**config.mk**
```make
export PLATFORM = sky130hd
export DESIGN_NAME = abs_diff_recon
export DESIGN_NICKNAME = d
export VERILOG_FILES = /design/src/rtl/abs_diff_recon.sv
export SDC_FILE = /design/constraint.sdc
export NUM_CORES = 1
export LEC_CHECK = 0
export ABC_AREA = 1
export ABC_CLOCK_PERIOD_IN_PS = 4000
export BUFFER_PORTS_ARGS = -buffer_cell sky130_fd_sc_hd__buf_2
export CORE_MARGIN = 3
export CORE_UTILIZATION = 34
export CTS_CLUSTER_SIZE = 12
export DETAILED_ROUTE_END_ITERATION = 10
export SLEW_MARGIN = 25
export SYNTH_ARGS = -nofsm -noshare
export SYNTH_HDL_FRONTEND = slang
export SYNTH_SLANG_ARGS = --single-unit
export TNS_END_PERCENT = 100
```
**constraint.sdc**
```tcl
create_clock -name clk -period 4 [get_ports clk]
set_input_delay 0.2 -clock clk [delete_from_list [all_inputs] [get_ports clk]]
set_output_delay 0.2 -clock clk [all_outputs]
set_load 0.05 [all_outputs]
```
**src/rtl/abs_diff_recon.sv**
```systemverilog
// Reconstructs operand b from reference a and a sign/magnitude abs-diff code, buffered in a 2-entry FIFO.
// Optional delivery statistics are enabled by defining ABS_DIFF_RECON_STATS_EN.
module abs_diff_recon #(
    parameter int INPUT_WIDTH = 8
) (
    input  logic                   clk,
    input  logic                   rst_n,
    input  logic                   in_valid,
    output logic                   in_ready,
    input  logic [INPUT_WIDTH-1:0] in_0,
    input  logic [INPUT_WIDTH:0]   in_1,
    output logic                   out_valid,
    input  logic                   out_ready,
    output logic [INPUT_WIDTH-1:0] res,
    output logic                   err,
    output logic [15:0]            sample_cnt,
    output logic [15:0]            err_cnt
);

    localparam int W = INPUT_WIDTH;

    logic           w_sign;
    logic [W-1:0]   w_mag;
    logic [W:0]     w_sum;
    logic [W-1:0]   w_dec_res;
    logic           w_dec_err;
    logic           w_push;
    logic           w_pop;
    logic [1:0]     w_count_nxt;

    logic [W-1:0]   r_mem_res [0:1];
    logic [1:0]     r_mem_err;
    logic           r_wptr;
    logic           r_rptr;
    logic [1:0]     r_count;
    logic           r_in_ready;
    logic           r_out_valid;

    // Decode the code against a; err flags codes no valid W-bit b could have produced.
    always_comb begin
        w_sign    = in_1[W];
        w_mag     = in_1[W-1:0];
        w_sum     = {1'b0, in_0} + {1'b0, w_mag};
        w_dec_res = {W{1'b0}};
        w_dec_err = 1'b0;
        if (w_sign) begin
            w_dec_res = w_sum[W-1:0];
            w_dec_err = w_sum[W] | (w_mag == {W{1'b0}});
        end else begin
            w_dec_res = in_0 - w_mag;
            w_dec_err = (w_mag > in_0);
        end
    end

    assign w_push = in_valid & r_in_ready;
    assign w_pop  = r_out_valid & out_ready;

    // Next occupancy; a simultaneous push and pop leaves it unchanged.
    always_comb begin
        w_count_nxt = r_count;
        case ({w_push, w_pop})
            2'b10:   w_count_nxt = r_count + 2'd1;
            2'b01:   w_count_nxt = r_count - 2'd1;
            default: w_count_nxt = r_count;
        endcase
    end

    // FIFO storage, pointers and handshake flags (flags track next occupancy so they stay registered).
    always_ff @(posedge clk or negedge rst_n) begin
        if (!rst_n) begin
            r_mem_res[0] <= {W{1'b0}};
            r_mem_res[1] <= {W{1'b0}};
            r_mem_err    <= 2'b00;
            r_wptr       <= 1'b0;
            r_rptr       <= 1'b0;
            r_count      <= 2'd0;
            r_in_ready   <= 1'b1;
            r_out_valid  <= 1'b0;
        end else begin
            if (w_push) begin
                r_mem_res[r_wptr] <= w_dec_res;
                r_mem_err[r_wptr] <= w_dec_err;
                r_wptr            <= ~r_wptr;
            end
            if (w_pop) begin
                r_rptr <= ~r_rptr;
            end
            r_count     <= w_count_nxt;
            r_in_ready  <= (w_count_nxt < 2'd2);
            r_out_valid <= (w_count_nxt != 2'd0);
        end
    end

    assign in_ready  = r_in_ready;
    assign out_valid = r_out_valid;
    assign res       = r_mem_res[r_rptr];
    assign err       = r_mem_err[r_rptr];

`ifdef ABS_DIFF_RECON_STATS_EN
    logic [15:0] r_sample_cnt;
    logic [15:0] r_err_cnt;

    // Saturating delivery and error counters.
    always_ff @(posedge clk or negedge rst_n) begin
        if (!rst_n) begin
            r_sample_cnt <= 16'h0000;
            r_err_cnt    <= 16'h0000;
        end else begin
            if (w_pop && (r_sample_cnt != 16'hFFFF)) begin
                r_sample_cnt <= r_sample_cnt + 16'd1;
            end
            if (w_pop && err && (r_err_cnt != 16'hFFFF)) begin
                r_err_cnt <= r_err_cnt + 16'd1;
            end
        end
    end

    assign sample_cnt = r_sample_cnt;
    assign err_cnt    = r_err_cnt;
`else
    assign sample_cnt = 16'h0000;
    assign err_cnt    = 16'h0000;
`endif

endmodule

```
==> impl_metrics.json, run 1 <==
{
  "ys.flop_type": "dfrtp_1",
  "grt_overflow_total": 0,
  "swShare": 0.532,
  "cts_setup_buffers": 0,
  "wl_per_cell_um": 10.0,
  "worst_slew_pin_slew_ns": 0.526,
  "route.detailed.drc": 0,
  "pin_count": 64,
  "drtAntennaViolNets": 0,
  "required_ns": 3.80,
  "syn_area_um2": 2060,
  "critPathCaptureType": "output port",
  "grt.total_usage": 0.114,
  "ir_drop_mv": 0.341,
  "p_switching_mw": 0.724,
  "place_congestion": 0.799,
  "power_frac_seq": 0.318,
  "clk_pin_slew_ns": 0.08,
  "antenna_found_initial": 0,
  "coreArea_um2": 5680,
  "grt_max_degree": 25,
  "skew_ns": 0.00147,
  "ys_seq_area_frac": 0.292,
  "synth_area_leaders": "dfrtp_1 28%, nand2_1 21%, buf_4 12%",
  "cp.arrival_ns": 1.65,
  "cellInternalPower_mw": 0.638,
  "num_rows": 27,
  "p_clk_frac": 0.120,
  "yosys_warnings": 0,
  "min_period_ns": 1.85,
  "async_flop_share": 1.00,
  "holdWs_ns": 0.210,
  "ys_seq_elements": 24,
  "p_leak_nw": 1.31,
  "synthCells": 297,
  "cp_max_fo": 11,
  "die_w_um": 83.8,
  "num_vias": 1694,
  "nNetsFinal": 368,
  "cts.sinks": 24,
  "slew_violations": 0,
  "powerDensity_nw_per_um2": 616,
  "timing.fmax_ghz": 0.541,
  "fin_crit_sh": 0.462,
  "synthTopCellsByCount": "115 x nand2_1, 34 x buf_4, 33 x inv_1",
  "synth.most_common_cell": "nand2_1",
  "slew_headroom": 0.649,
  "diodes": 0,
  "cts.htree.levels": 1,
  "dieArea_um2": 7020,
  "finalSetupViolCount": 0,
  "first_pass_iters": 4,
  "synth_cell_type_count": 25,
  "cts_tree": "yes",
  "status": "complete, no violations",
  "p_comb_frac": 0.561,
  "clk_latency_ns": 0.27,
  "drt_iter0_markers": 74,
  "viasPerCell": 4.25,
  "synth_edf_count": 0,
  "netlist.area_leader.share": 0.280,
  "synth_largest_area_cell": "dfrtp_1",
  "synth.avg_cell_area_um2": 6.93,
  "cts-root-buf": "clkbuf_8",
  "hold_viol": 0,
  "grt_pass1_vias": 1522,
  "rsz0062_at_grt": "false",
  "critPathLaunchType": "flop",
  "wl_um": 4010,
  "crit_type": "flop to output port",
  "dp_hpwl_um": 3250,
  "layout-drive-gt1-share": 0.135,
  "cts_made_buffers": 3,
  "grt_pass1_wl_um": 6820,
  "area_delta_synth_final_pct": 7.36,
  "hp-class": "input pin to flop",
  "max_cap_violations": 0,
  "numPortBuffers": 31,
  "setup-tns-final_ns": 0,
  "start_util": 0.363,
  "die_y_um": 83.8,
  "clk_path_buf_depth": 2,
  "fill_cells": 630
}
-- final timing paths --
kind                                           start                         to  slack [ns]  cells past startpoint
max                               r_rptr$_DFFE_PN0N_                     res[4]        2.15                      4
min                                        out_ready         r_rptr$_DFFE_PN0N_        0.21                      3
max reg2reg                       in_ready$_DFF_PN1_        out_valid$_DFF_PN0_        2.32                      7
min reg2reg                r_mem_res[13]$_DFFE_PN0P_  r_mem_res[13]$_DFFE_PN0P_        0.48                      2
max in group asynchronous                      rst_n         in_ready$_DFF_PN1_        3.20                      2
min in group asynchronous                      rst_n  r_mem_res[10]$_DFFE_PN0P_        0.43                      2
-- through the flow --
step / cells / utilization / instance area [µm²] / power (mW) / setup slack (ns)
after floorplan: 328 / - / 2170 / 1.08 / 2.13
after global routing: 399 / 0.389 / 2210 / 1.48 / 2.02
after global placement: 394 / 0.378 / 2140 / 1.20 / 2.35
after detailed placement: 394 / 0.378 / 2140 / 1.21 / 2.30
final: 399 / 0.389 / 2210 / 1.36 / 2.15
after CTS: 399 / 0.389 / 2210 / 1.38 / 2.09
-- state kept, by name, indices dropped and copies added (netlist names) --
signal and flops:
out_valid 1, in_ready 1, r_count 2, r_mem_err 2
r_mem_res 16, r_wptr 1, r_rptr 1
-- power groups by stage --
stage | clock network (mW) | logic, mW | registers (mW)
2_1_floorplan | 0 | 0.632 | 0.447
3_3_place_gp | 0 | 0.768 | 0.435
3_5_place_dp | 0 | 0.773 | 0.440
4_1_cts | 0.171 | 0.776 | 0.435
5_1_grt | 0.183 | 0.844 | 0.448
6_report | 0.164 | 0.765 | 0.433
-- layout make-up --
cell class | instances | area, µm² | area share
Clock buffer | 4 | 55.1 | 0.0249
Multi-Input combinational cell | 230 | 1160 | 0.524
Sequential cell | 24 | 602 | 0.272
Inverter | 37 | 139 | 0.0629
Timing Repair Buffer | 32 | 165 | 0.0747
Tap cell | 72 | 90.1 | 0.0408
-- cell families (layout without fill, tap and decap cells) --
| family | Yosys count | count (layout) | share of synthesized area |
|---|---|---|---|
| xor+xnor | 5 | 5 | 0.0213 |
| other cells | 1 | 32 | 0.00182 |
| compound gates | 21 | 21 | 0.0553 |
| simple gates | 153 | 153 | 0.305 |
| fa+ha+maj | 19 | 19 | 0.123 |
| buf+inv | 74 | 73 | 0.201 |
| flops | 24 | 24 | 0.292 |
-- routing by layer --
layer  wire [µm]  part of all wire  up-vias  track usage
li1            -                 -      905            -
met1        1920              0.48      731        0.157
met2        1760              0.44       53        0.183
met3         248             0.062        5      0.00987
met4          72             0.018        0       0.0482
met5           0                 0        -            0
-- cell usage in the layout (no fill, tap or decap), drive strengths merged --
cell	Yosys	routed
conb	1	32
o21bai	2	2
nor2	15	15
buf	36	31
nand4	5	5
or2	1	1
fa	2	2
dlygate4sd3	0	1
ha	17	17
dfstp	1	1
o21ai	11	11
xor2	5	5
nand2	115	115
clkbuf	1	4
inv	36	36
a21oi	8	8
nand3	17	17
clkinv	1	1
dfrtp	23	23
-- worst max-delay path: stages (launching register included) --
cell and delay (ns):
dfrtp_1 0.58, clkinv_1 0.39, nand2_1 0.14, nand2_1 0.07, buf_2 0.21
-- timing repair --
action,CTS,global route
setup endpoints to repair,0,0
endpoints found under the hold margin,23,0
gates resized for setup,0,0
hold buffers,1,0
Note: power is estimated with default switching activity, not from simulation.
==> run 2, diff against run 1 <==
ABC_CLOCK_PERIOD_IN_PS = 1500   (was 4000)
clock period = 1.5 ns   (was 4 ns; I/O delays follow)
==> run 2 against run 1 <==
- largest cell class unchanged
- design area grew 4.1%
- first-iteration DRC count increased by 27%
- total power rose to 2.8 times the previous value
- critical path depth increased by 3
- die area stayed put
- largest power group unchanged
- core utilization grew 1.6 points
- routed wire length increased by 1.6%
- non-clock buffer count is 7 higher
==> impl_metrics.json, run 2 (same netlist as run 1, synthesis figures left out) <==
{
  "status": "complete, no violations",
  "clk_pin_slew_ns": 0.08,
  "critPathLaunchType": "flop",
  "crit_type": "flop to flop",
  "dieArea_um2": 7020,
  "die_y_um": 83.8,
  "cts.sinks": 24,
  "grt_overflow_total": 0,
  "hp-class": "input pin to flop",
  "setup-tns-final_ns": 0,
  "wl_per_cell_um": 10.0,
  "diodes": 0,
  "regMostFlops": "r_mem_res",
  "place_congestion": 0.865,
  "antenna_found_initial": 0,
  "multiInputGateArea_um2": 1200,
  "worst_slew_pin_slew_ns": 0.520,
  "stdcell_area_um2": 2300,
  "route.detailed.drc": 0,
  "layout-drive-gt1-share": 0.171,
  "clk_path_buf_depth": 2,
  "cp_cell_sequence": "nand2_4, ha_4, a21oi_4, o21ai_2, xor2_1, inv_1, nand3_1",
  "dp_hpwl_um": 3390,
  "powerDensity_nw_per_um2": 1650,
  "p_comb_frac": 0.585,
  "rsz0062_at_grt": "false",
  "cts-root-buf": "clkbuf_8",
  "register_area_um2": 603,
  "timing.fmax_ghz": 0.712,
  "coreArea_um2": 5680,
  "ir_drop_mv": 0.767,
  "nNetsFinal": 375,
  "area_delta_synth_final_pct": 11.8,
  "drtAntennaViolNets": 0,
  "cp_max_fo": 3,
  "swShare": 0.524,
  "cts.htree.levels": 1,
  "cp_top_family": "flip-flops",
  "skew_ns": 0.00229,
  "grt.total_usage": 0.120,
  "slew_headroom": 0.653,
  "rrSetupSlack_ns": 0.1,
  "start_util": 0.363,
  "drt_iter0_markers": 94,
  "finalSetupViolCount": 0,
  "p_leak_nw": 1.35,
  "slew_violations": 0,
  "clk_latency_ns": 0.26,
  "placed_cell_area_um2": 2220,
  "grt_pass1_wl_um": 7220,
  "critPathCaptureType": "flop",
  "num_vias": 1755,
  "p_switching_mw": 1.99,
  "viasPerCell": 4.32,
  "die_w_um": 83.8,
  "hold_viol": 0,
  "num_rows": 27,
  "p_clk_frac": 0.114,
  "numPortBuffers": 31,
  "grt_max_degree": 25,
  "cts_setup_buffers": 0,
  "power_frac_seq": 0.301,
  "cp.arrival_ns": 1.56,
  "cts_made_buffers": 3,
  "cts_tree": "yes",
  "worst-path-buf-inv": 1,
  "first_pass_iters": 4,
  "cpPeakStageDelay_ns": 0.56,
  "cp_slowest_cell": "dfstp_2",
  "wl_um": 4070,
  "fill_cells": 640,
  "cellInternalPower_mw": 1.80,
  "final_common_cell": "nand2_1",
  "required_ns": 1.65,
  "reg_top3": "r_mem_res x16, r_count x2, r_mem_err x2",
  "grt_pass1_vias": 1692,
  "largest_register_ffs": 16,
  "mostFrequentLayoutCells": "113 x nand2_1, 33 x inv_1, 32 x conb_1",
  "fin_crit_sh": 0.937,
  "max_cap_violations": 0,
  "pin_count": 64,
  "min_period_ns": 1.40
}
-- run 2: repair_timing --
action	4_1_cts	5_1_grt
resized for setup	0	3
hold buffers	1	0
hold endpoints to repair	23	0
endpoints found under the setup margin	0	1
-- run 2: final cells by class --
| cell class | count | area share |
|---|---|---|
| well taps | 72 | 0.0392 |
| repair buffers | 39 | 0.0946 |
| multi-input cells | 230 | 0.520 |
| inverters | 37 | 0.0604 |
| clock buffers | 4 | 0.0239 |
| flip-flops and latches | 24 | 0.262 |
-- run 2: worst paths after layout --
check,depth (start not counted),endpoint,start
worst max-delay path,7,out_valid$_DFF_PN0_,in_ready$_DFF_PN1_
worst max register to register,7,out_valid$_DFF_PN0_,in_ready$_DFF_PN1_
worst min-delay path,3,r_rptr$_DFFE_PN0N_,out_ready
min in group asynchronous,2,r_count[1]$_DFF_PN0_,rst_n
max in group asynchronous,2,out_valid$_DFF_PN0_,rst_n
worst min register to register,2,r_mem_res[11]$_DFFE_PN0P_,r_mem_res[11]$_DFFE_PN0P_
-- run 2: per-layer routing --
metal / routed length [µm] / vias to the layer above / GRT usage
met1: 1840 / 792 / 0.160
met4: 33 / 0 / 0.0307
met3: 188 / 2 / 0.00790
li1: - / 919 / -
met5: 0 / - / 0
met2: 2010 / 42 / 0.212
-- run 2: power by group through the flow --
stage               Clock, mW  Combinational [mW]  Sequential, mW
finish                  0.433                2.22            1.14
global route            0.481                2.46            1.18
CTS                     0.441                2.23            1.13
detailed placement          0                2.22            1.14
global placement            0                2.19            1.13
floorplan                   0                1.72            1.21
-- run 2: stage by stage --
| stage | hold WS [ns] | setup slack [ns] | util | power, mW | cells |
|---|---|---|---|---|---|
| after floorplan | -0.221 | -0.110 | - | 2.93 | 328 |
| after global placement | 0.0887 | 0.0176 | 0.392 | 3.33 | 401 |
| after detailed placement | 0.0823 | 0.00499 | 0.392 | 3.36 | 401 |
| after CTS | 0.0971 | 0.0637 | 0.403 | 3.80 | 406 |
| after global routing | 0.0879 | 0.0137 | 0.405 | 4.12 | 406 |
| final | 0.0670 | 0.0952 | 0.405 | 3.79 | 406 |
-- run 2: worst reg2reg max path: stages (launching register included) --
cell and delay (ns):
dfstp_2 0.56, nand2_4 0.06, ha_4 0.22, a21oi_4 0.11, o21ai_2 0.06, xor2_1 0.15
inv_1 0.08, nand3_1 0.06
==> run 3, diff against run 2 <==
REMOVE_ABC_BUFFERS = 1   (was default)
==> run 3 against run 2 <==
- sequential power about the same
- combinational power about the same
- clock skew increased by 0.0070 ns
- core utilization increased by 0.40 points
- non-clock buffer count increased by 3
- clock power increased by 31%
- first-iteration DRC count decreased by 14%
==> impl_metrics.json, run 3 (same netlist as run 1, synthesis figures left out) <==
{
  "status": "complete, no violations",
  "grt_pass1_wl_um": 7360,
  "setup-tns-final_ns": 0,
  "cp_cell_sequence": "buf_4, o21ai_0, buf_2",
  "grt.total_usage": 0.126,
  "numPortBuffers": 31,
  "cpPeakStageDelay_ns": 0.41,
  "finalSetupViolCount": 0,
  "regMostFlops": "r_mem_res",
  "cp.arrival_ns": 1.35,
  "nNetsFinal": 378,
  "cp_max_fo": 10,
  "placed_cell_area_um2": 2220,
  "cts-root-buf": "clkbuf_8",
  "layout-drive-gt1-share": 0.172,
  "clk_pin_slew_ns": 0.09,
  "dp_hpwl_um": 3520,
  "drtAntennaViolNets": 0,
  "rrSetupSlack_ns": 0.10,
  "reg_top3": "r_mem_res x16, r_count x2, r_mem_err x2",
  "cts.htree.levels": 1,
  "min_period_ns": 1.42,
  "ir_drop_mv": 0.785,
  "coreArea_um2": 5680,
  "die_w_um": 83.8,
  "worst-path-buf-inv": 2,
  "pre_cts_ws_ns": -0.0402,
  "critPathCaptureType": "output port",
  "hp-class": "input pin to flop",
  "hold_path.startpoint": "out_ready",
  "first_pass_iters": 4,
  "rsz0062_at_grt": "false",
  "cp_top_family": "buffers and inverters",
  "crit_type": "flop to output port",
  "max_cap_violations": 0,
  "fin_crit_sh": 0.950,
  "die_y_um": 83.8,
  "route.detailed.drc": 0,
  "num_rows": 27,
  "cts_tree": "yes",
  "timing.fmax_ghz": 0.702,
  "pin_count": 64,
  "wl_um": 4380,
  "dieArea_um2": 7020,
  "grt_max_degree": 25,
  "slew_violations": 0,
  "antenna_found_initial": 0,
  "clk_path_buf_depth": 2,
  "cts_setup_buffers": 0,
  "powerDensity_nw_per_um2": 1690,
  "largest_register_ffs": 16,
  "skew_ns": 0.00930,
  "grt_overflow_total": 0,
  "cp_slowest_cell": "dfrtp_1",
  "cts_made_buffers": 3,
  "worst_slew_pin_slew_ns": 0.524,
  "final_common_cell": "nand2_1",
  "wl_per_cell_um": 10.7,
  "slew_headroom": 0.651,
  "viasPerCell": 4.26,
  "start_util": 0.363,
  "place_congestion": 0.822,
  "stdcell_area_um2": 2320,
  "diodes": 0,
  "required_ns": 1.42,
  "area_delta_synth_final_pct": 12.9,
  "reg2reg_depth": 7,
  "hold_depth": 3,
  "p_total_mw": 3.93,
  "grt_pass1_vias": 1662,
  "reg2reg_from": "in_ready$_DFF_PN1_",
  "drt_iter0_markers": 81,
  "clk_latency_ns": 0.27,
  "mostFrequentLayoutCells": "114 x nand2_1, 33 x inv_1, 32 x conb_1",
  "cts.sinks": 24,
  "p_leak_nw": 1.37,
  "r2r-end": "out_valid$_DFF_PN0_",
  "num_vias": 1744,
  "worst_slack_ns": 0.0756,
  "hold_viol": 0,
  "holdPathEnd": "r_rptr$_DFFE_PN0N_",
  "critPathLaunchType": "flop"
}
==> run 3: worst reg2reg max path: cells and delay by family, from the launching register on <==
kind,cells,cell delay [ns]
AOI/OAI and AO/OA,2,0.17
buffers and inverters,1,0.08
xor gates and xnor gates,1,0.15
DFF,1,0.54
and+or+nand+nor,2,0.13
adders and majority gates,1,0.22
==> run 3: metal layers <==
layer,vias up,part of all wire,GRT usage
met5,-,0,0
met3,2,0.048,0.0217
met1,772,0.46,0.158
li1,926,-,-
met4,0,0.0084,0.0307
met2,44,0.48,0.223
==> run 3: power by group <==
| part | internal (mW) | switching, mW |
|---|---|---|
| Clock | 0.357 | 0.210 |
| Sequential | 0.963 | 0.172 |
| Combinational | 0.601 | 1.63 |
==> run 3: area by class of cell <==
cell class	count	area [µm²]
flip-flops and latches	24	602
multi-input cells	230	1180
fillers	615	3350
clock inverters	1	30.0
repair buffers	42	240
well taps	72	90.1
clock buffers	3	41.3
inverters	37	143
==> run 3: how the worst max path moves through the flow <==
stage	from	end	cells past startpoint
5_1_grt	in_ready$_DFF_PN1_	out_valid$_DFF_PN0_	7
2_1_floorplan	in_ready$_DFF_PN1_	out_valid$_DFF_PN0_	7
6_report	r_rptr$_DFFE_PN0N_	res[1]	3
3_5_place_dp	in_ready$_DFF_PN1_	out_valid$_DFF_PN0_	7
4_1_cts	in_ready$_DFF_PN1_	out_valid$_DFF_PN0_	7
3_3_place_gp	in_ready$_DFF_PN1_	out_valid$_DFF_PN0_	7
==> run 3: timing repair <==
item | 4_1_cts | 5_1_grt
hold buffers | 1 | 0
resized for setup | 2 | 3
endpoints found under the hold margin | 23 | 0
endpoints found under the setup margin | 1 | 5
pin swaps | 1 | 0
==> run 3: stage by stage <==
step,hold slack [ns],instances,utilization
after floorplan,-0.221,291,-
after global placement,0.0887,404,0.391
after detailed placement,0.0906,404,0.391
after CTS,0.0753,409,0.406
after global routing,0.0849,409,0.409
final,0.0714,409,0.409
